File: config.mk
export PLATFORM = sky130hd
export DESIGN_NAME = game_ctrl
export DESIGN_NICKNAME = d
export VERILOG_FILES = /design/src/rtl/game_ctrl.sv
export SDC_FILE = /design/constraint.sdc
export NUM_CORES = 1
export LEC_CHECK = 0
export BUFFER_PORTS_ARGS = -buffer_cell sky130_fd_sc_hd__clkbuf_2
export CAP_MARGIN = 5
export CORE_ASPECT_RATIO = 1.75
export CORE_MARGIN = 5
export CORE_UTILIZATION = 60
export DETAILED_ROUTE_END_ITERATION = 10
export GPL_TIMING_DRIVEN = 0
export PLACE_DENSITY = 0.91
export SETUP_SLACK_MARGIN = 0.15
export SYNTH_ARGS = -nofsm -noshare
export SYNTH_HDL_FRONTEND = slang
export SYNTH_SLANG_ARGS = --single-unit
File: constraint.sdc
create_clock -name clk -period 3.5 [get_ports clk]
set_input_delay 0 -clock clk [delete_from_list [all_inputs] [get_ports clk]]
set_output_delay 0 -clock clk [all_outputs]
set_load 0.01 [all_outputs]
File: src/rtl/game_ctrl.sv
// game_ctrl: game-flow controller upstream of the vertical scroll stage.
// Synchronises and debounces the player button, runs the IDLE/PLAY/DEAD
// state machine, drives the scroll stage's move/reset inputs, latches the
// final score and keeps a session high score.
// Optional feature: define GAME_CTRL_AUTOSTART_EN to leave IDLE automatically
// once the button has stayed released for DEBOUNCE_CYCLES clocks.
module game_ctrl #(
    parameter int DEBOUNCE_CYCLES  = 250000,
    parameter int DEAD_HOLD_CYCLES = 25000000,
    parameter int BLINK_CYCLES     = 6250000
) (
    input  logic       clk,
    input  logic       reset,
    input  logic       btn_raw,
    input  logic       collision,
    input  logic [7:0] score,
    output logic       move_btn,
    output logic       scroll_rst,
    output logic [1:0] game_state,
    output logic [7:0] final_score,
    output logic [7:0] high_score,
    output logic       blink
);

    // Counter widths: debounce and blink count to N-1, hold saturates at N.
    localparam int DB_W    = (DEBOUNCE_CYCLES > 1) ? $clog2(DEBOUNCE_CYCLES) : 1;
    localparam int HOLD_W  = (DEAD_HOLD_CYCLES > 0) ? $clog2(DEAD_HOLD_CYCLES + 1) : 1;
    localparam int BLINK_W = (BLINK_CYCLES > 1) ? $clog2(BLINK_CYCLES) : 1;

    localparam logic [DB_W-1:0]    DB_LAST    = DB_W'(DEBOUNCE_CYCLES - 1);
    localparam logic [HOLD_W-1:0]  HOLD_MAX   = HOLD_W'(DEAD_HOLD_CYCLES);
    localparam logic [BLINK_W-1:0] BLINK_LAST = BLINK_W'(BLINK_CYCLES - 1);

    typedef enum logic [1:0] {
        ST_IDLE = 2'd0,
        ST_PLAY = 2'd1,
        ST_DEAD = 2'd2
    } state_t;

    state_t             state;
    logic               btn_meta;
    logic               btn_s;
    logic               btn_db;
    logic               btn_db_q;
    logic               btn_rise;
    logic [DB_W-1:0]    db_cnt;
    logic [HOLD_W-1:0]  hold_cnt;
    logic [BLINK_W-1:0] blink_cnt;

    // Unsigned 8-bit maximum; ties keep the current value.
    function automatic logic [7:0] max_u8(input logic [7:0] cur, input logic [7:0] cand);
        return (cand > cur) ? cand : cur;
    endfunction

    // Two-flop synchroniser for the asynchronous button.
    always_ff @(posedge clk) begin
        if (reset) begin
            btn_meta <= 1'b0;
            btn_s    <= 1'b0;
        end else begin
            btn_meta <= btn_raw;
            btn_s    <= btn_meta;
        end
    end

    // Debouncer: flip btn_db only after DEBOUNCE_CYCLES consecutive disagreeing clocks.
    always_ff @(posedge clk) begin
        if (reset) begin
            btn_db <= 1'b0;
            db_cnt <= '0;
        end else if (btn_s == btn_db) begin
            db_cnt <= '0;
        end else if (db_cnt == DB_LAST) begin
            btn_db <= btn_s;
            db_cnt <= '0;
        end else begin
            db_cnt <= db_cnt + 1'b1;
        end
    end

    // Delayed debounced level for one-clock rising-edge detection.
    always_ff @(posedge clk) begin
        if (reset) begin
            btn_db_q <= 1'b0;
        end else begin
            btn_db_q <= btn_db;
        end
    end

    assign btn_rise = btn_db & ~btn_db_q;

`ifdef GAME_CTRL_AUTOSTART_EN
    logic [DB_W-1:0] auto_cnt;
    logic            auto_go;

    // Counts consecutive released clocks since entering IDLE; any press restarts it.
    always_ff @(posedge clk) begin
        if (reset || (state != ST_IDLE) || btn_db || auto_go) begin
            auto_cnt <= '0;
        end else begin
            auto_cnt <= auto_cnt + 1'b1;
        end
    end

    assign auto_go = (state == ST_IDLE) && !btn_db && (auto_cnt == DB_LAST);
`endif

    // Game state machine with hold timer, blink generator and score latching.
    always_ff @(posedge clk) begin
        if (reset) begin
            state       <= ST_IDLE;
            hold_cnt    <= '0;
            blink_cnt   <= '0;
            blink       <= 1'b0;
            final_score <= 8'd0;
            high_score  <= 8'd0;
        end else begin
            case (state)
                ST_IDLE: begin
                    hold_cnt  <= '0;
                    blink_cnt <= '0;
                    blink     <= 1'b0;
`ifdef GAME_CTRL_AUTOSTART_EN
                    if (btn_rise || auto_go) begin
                        state <= ST_PLAY;
                    end
`else
                    if (btn_rise) begin
                        state <= ST_PLAY;
                    end
`endif
                end
                ST_PLAY: begin
                    hold_cnt  <= '0;
                    blink_cnt <= '0;
                    blink     <= 1'b0;
                    // Collision takes priority over any button activity.
                    if (collision) begin
                        state       <= ST_DEAD;
                        final_score <= score;
                        high_score  <= max_u8(high_score, score);
                    end
                end
                ST_DEAD: begin
                    if (btn_rise && (hold_cnt == HOLD_MAX)) begin
                        state     <= ST_IDLE;
                        hold_cnt  <= '0;
                        blink_cnt <= '0;
                        blink     <= 1'b0;
                    end else begin
                        if (hold_cnt < HOLD_MAX) begin
                            hold_cnt <= hold_cnt + 1'b1;
                        end
                        if (blink_cnt == BLINK_LAST) begin
                            blink     <= ~blink;
                            blink_cnt <= '0;
                        end else begin
                            blink_cnt <= blink_cnt + 1'b1;
                        end
                    end
                end
                default: begin
                    state <= ST_IDLE;
                end
            endcase
        end
    end

    assign scroll_rst = (state == ST_IDLE);
    assign move_btn   = (state == ST_PLAY) && btn_db;
    assign game_state = state;

endmodule

==> results.txt <==
Avg Inst Size Synth: 8.21 um2
Initial Util: 62.0%
DPL Wire Length: 8.56 mm
Mapped Cells: 546
RSZ-0062 raised after global routing: false
final wirelength: 12.4 mm
fraction of layout cells with a size suffix above 1: 10.1%
Max FO, Critical Path: 10
Core ar.: 7230 um2
initial antenna violation count: 0
die area: 9370 um2
min-delay worst type: input pin to register
Max-cap violations: 0
first-pass GRT wire length: 20.7 mm
NumNets Final: 622
R2R Path Start: game_state[1]
ANT cells: 0
Pwr Density: 421 nW/um2
Leakage Power: 0.00188 uW
Post-CTS Setup Bufs: 0
status: finished, final reports clean
Crit Reg-Reg Endpoint: hold_cnt[7]
TNS Setup: 0 ns
Pwr Total: 2180 uW
pin count of the biggest net entering global routing: 15
via count: 4517
Root Buffer: clkbuf_16
EDFF count, synth: 0
Fin. Hold Viols: 0
Area Overhead vs Synth: 15.8%
sequential area share after synthesis: 39.8%
total grt overflow: 0
synthesized flop and latch total: 89
Worst EP arrival: 3.37 ns
port bufs: 32
Pint: 1750 uW
minimum clock period: 3.14 ns
starting DRC count in detailed routing: 367
Vias/cell: 6.56
worst slew pin tran: 1.01 ns
Peak supply drop: 0.428 mV
FP Rows: 41
Crit Path Class: register to register
Area contributors post-synth: dfxtp_1 (40%), nor2_1 (5.0%), mux2i_1 (4.2%), nand2_1 (3.8%), nand3_1 (3.7%)
CTS tree: yes
top-area cell type share of the netlist area: 39.8%
NetSw: 432 uW
fill count: 490
Sw Share: 19.8%
Slew Limit Headroom: 32.8%
Pre-antenna DRT Iters: 6
Antenna Nets Post-Route: 0
Async S/R FF share, synth: 0%
Synth Flop Type: dfxtp_1
Synth area leader: dfxtp_1
vias in the first global route: 4554
DP Area: 4750 um2
# H-tree levels: 3
final period utilization: 89.6%
Non-Filler Instances: 689
Critical Path Source: game_state[1]
Ports: 33
final setup fails: 0
sequential power share: 46.5%
clock latency on the worst-skew pair: 0.35 ns
CP endpoint: hold_cnt[7]
Hold WS: 0.0169 ns
Yosys cell types: 53
clock slew at reported path FFs: 0.06 ns
die width: 75.3 um
RePlAce Congestion: 0.939
Final Max Tran Viols: 0
CTS buffer count: 9
data required time of the worst path: 3.74 ns
drt wl/cell: 18.0 um
Ys Warns: 0
Fin Clk Skew: 0.00881 ns
dpl cells: 664
Crit. End Element: register
clock sinks: 89
syn_nets: 570
Post-Syn Area: 4480 um2
Clock Path Buffers: 2
Chip Height: 124 um
R2R Setup Slk: 0.36 ns
post-route cell area: 5190 um2
clock power share: 51.3%
GRT Util Overall: 27.8%
DRC violations left: 0
combinational group share of total power: 2.2%
crit start category: register
reg2reg path depth: 8
max frequency: 0.319 GHz
## cell usage in the layout (no fill, tap or decap), types with 4 or more instances in the layout
| master | synthesis | layout |
|---|---|---|
| or3_1 | 7 | 7 |
| xor2_1 | 12 | 12 |
| a21oi_1 | 22 | 22 |
| nand4_1 | 21 | 21 |
| nor3_1 | 20 | 19 |
| o21ai_0 | 32 | 32 |
| buf_2 | 4 | 4 |
| clkbuf_16 | 0 | 9 |
| o21a_1 | 4 | 4 |
| o211ai_1 | 4 | 4 |
| o31ai_1 | 9 | 9 |
| nor2b_1 | 6 | 6 |
| xnor2_1 | 11 | 11 |
| ha_1 | 12 | 12 |
| dlygate4sd3_1 | 0 | 9 |
| a211oi_1 | 4 | 4 |
| nor2_1 | 60 | 60 |
| nand2_1 | 45 | 45 |
| clkbuf_2 | 0 | 32 |
| or4_1 | 5 | 5 |
| dfxtp_1 | 89 | 89 |
| mux2i_1 | 19 | 19 |
| a31oi_1 | 8 | 8 |
| nand3_1 | 33 | 33 |
| nand2b_1 | 22 | 22 |
| nor4_1 | 5 | 5 |
| a21o_1 | 4 | 4 |
| inv_1 | 18 | 18 |
| and3_1 | 17 | 17 |
| clkbuf_1 | 16 | 16 |
## logic make-up (layout without fill, tap and decap cells)
logic type / count (synthesis) / after routing / share of synthesized area (%)
xor gates and xnor gates: 23 / 23 / 4.49
AOI/OAI and AO/OA: 109 / 109 / 15.7
buffers and inverters: 40 / 97 / 3.46
DFF: 89 / 89 / 39.8
and+or+nand+nor: 254 / 254 / 29.0
muxes: 19 / 19 / 4.24
adders and majority gates: 12 / 12 / 3.35
## layout make-up
class,instances,area (um2),share of cell area [%]
plain buffers,22,87.6,1.69
clock buffers,10,239,4.61
clock inverters,6,105,2.03
inverters,18,67.6,1.30
multi-input cells,417,2550,49.1
flip-flops and latches,89,1780,34.3
well taps,86,108,2.07
repair buffers,41,250,4.82
## power groups by stage
stage | clock network [uW] | logic (uW) | registers [uW]
after floorplan | 0 | 20.8 | 1040
after global placement | 0 | 34.8 | 1040
after detailed placement | 0 | 37.5 | 1040
after CTS | 1120 | 46.5 | 1010
after global routing | 1170 | 53.2 | 1010
final | 1120 | 48.4 | 1010
## state kept, by name (all words and copies together), names as in the netlist
register / count
hold_cnt: 25
blink_cnt: 23
db_cnt: 18
final_score: 8
high_score: 8
game_state: 2
blink: 1
btn_db: 1
btn_db_q: 1
btn_meta: 1
btn_s: 1
## Yosys cell counts (all sizes together) (2+ instances only)
cell type,number
nor4,5
nor3b,2
o41ai,2
o211ai,4
a31o,2
and3,17
o311ai,2
a21o,4
nand4,21
nor2b,6
a31oi,8
mux2i,19
a21oi,22
xor2,12
buf,6
and4,2
inv,18
or4,6
dfxtp,89
o311a,2
or3,7
nor3,21
clkbuf,16
a211oi,5
ha,12
a22o,3
o21a,4
o31ai,9
nor2,61
nand2b,22
xnor2,11
a41o,2
nand2,45
a41oi,2
nand3,33
o21ai,34
## per-layer routing
metal | vias up | track usage [%] | part of all wire [%]
met3 | 95 | 5.90 | 6.1
met4 | 0 | 19.6 | 7.1
met5 | - | 0 | 0
met1 | 2112 | 27.9 | 35
li1 | 2072 | - | -
met2 | 238 | 48.0 | 52
## repair_timing
action                     CTS  global route
setup endpoints to repair    0             8
hold buffers                 9             0
hold endpoints to repair    16             0
gates resized for setup      0             1
## stage by stage
| step | utilization, % | setup WS (ns) |
|---|---|---|
| after floorplan | - | 1.12 |
| after global routing | 71.7 | 0.184 |
| after global placement | 65.7 | 0.506 |
| after detailed placement | 65.7 | 0.463 |
| after CTS | 71.7 | 0.402 |
| final | 71.7 | 0.364 |
## worst min-delay path by stage
stage              start             to  slack, ns  cells after the start
2_1_floorplan    btn_raw       btn_meta       0.13                      1
3_3_place_gp     btn_raw       btn_meta       0.24                      2
3_5_place_dp     btn_raw       btn_meta       0.24                      2
4_1_cts        collision  game_state[0]       0.02                      4
5_1_grt        collision  game_state[0]       0.07                      4
6_report       collision  game_state[0]       0.02                      4
## worst max-delay path, cell delays in order (launching register included)
cell,delay [ns]
dfxtp_1,0.32
buf_2,0.21
inv_1,0.15
nor2_1,0.60
nand2_1,0.21
clkbuf_1,0.29
nor2_1,0.48
nand2_1,0.33
o41ai_1,0.43
Power figures use the tool's default switching activity.
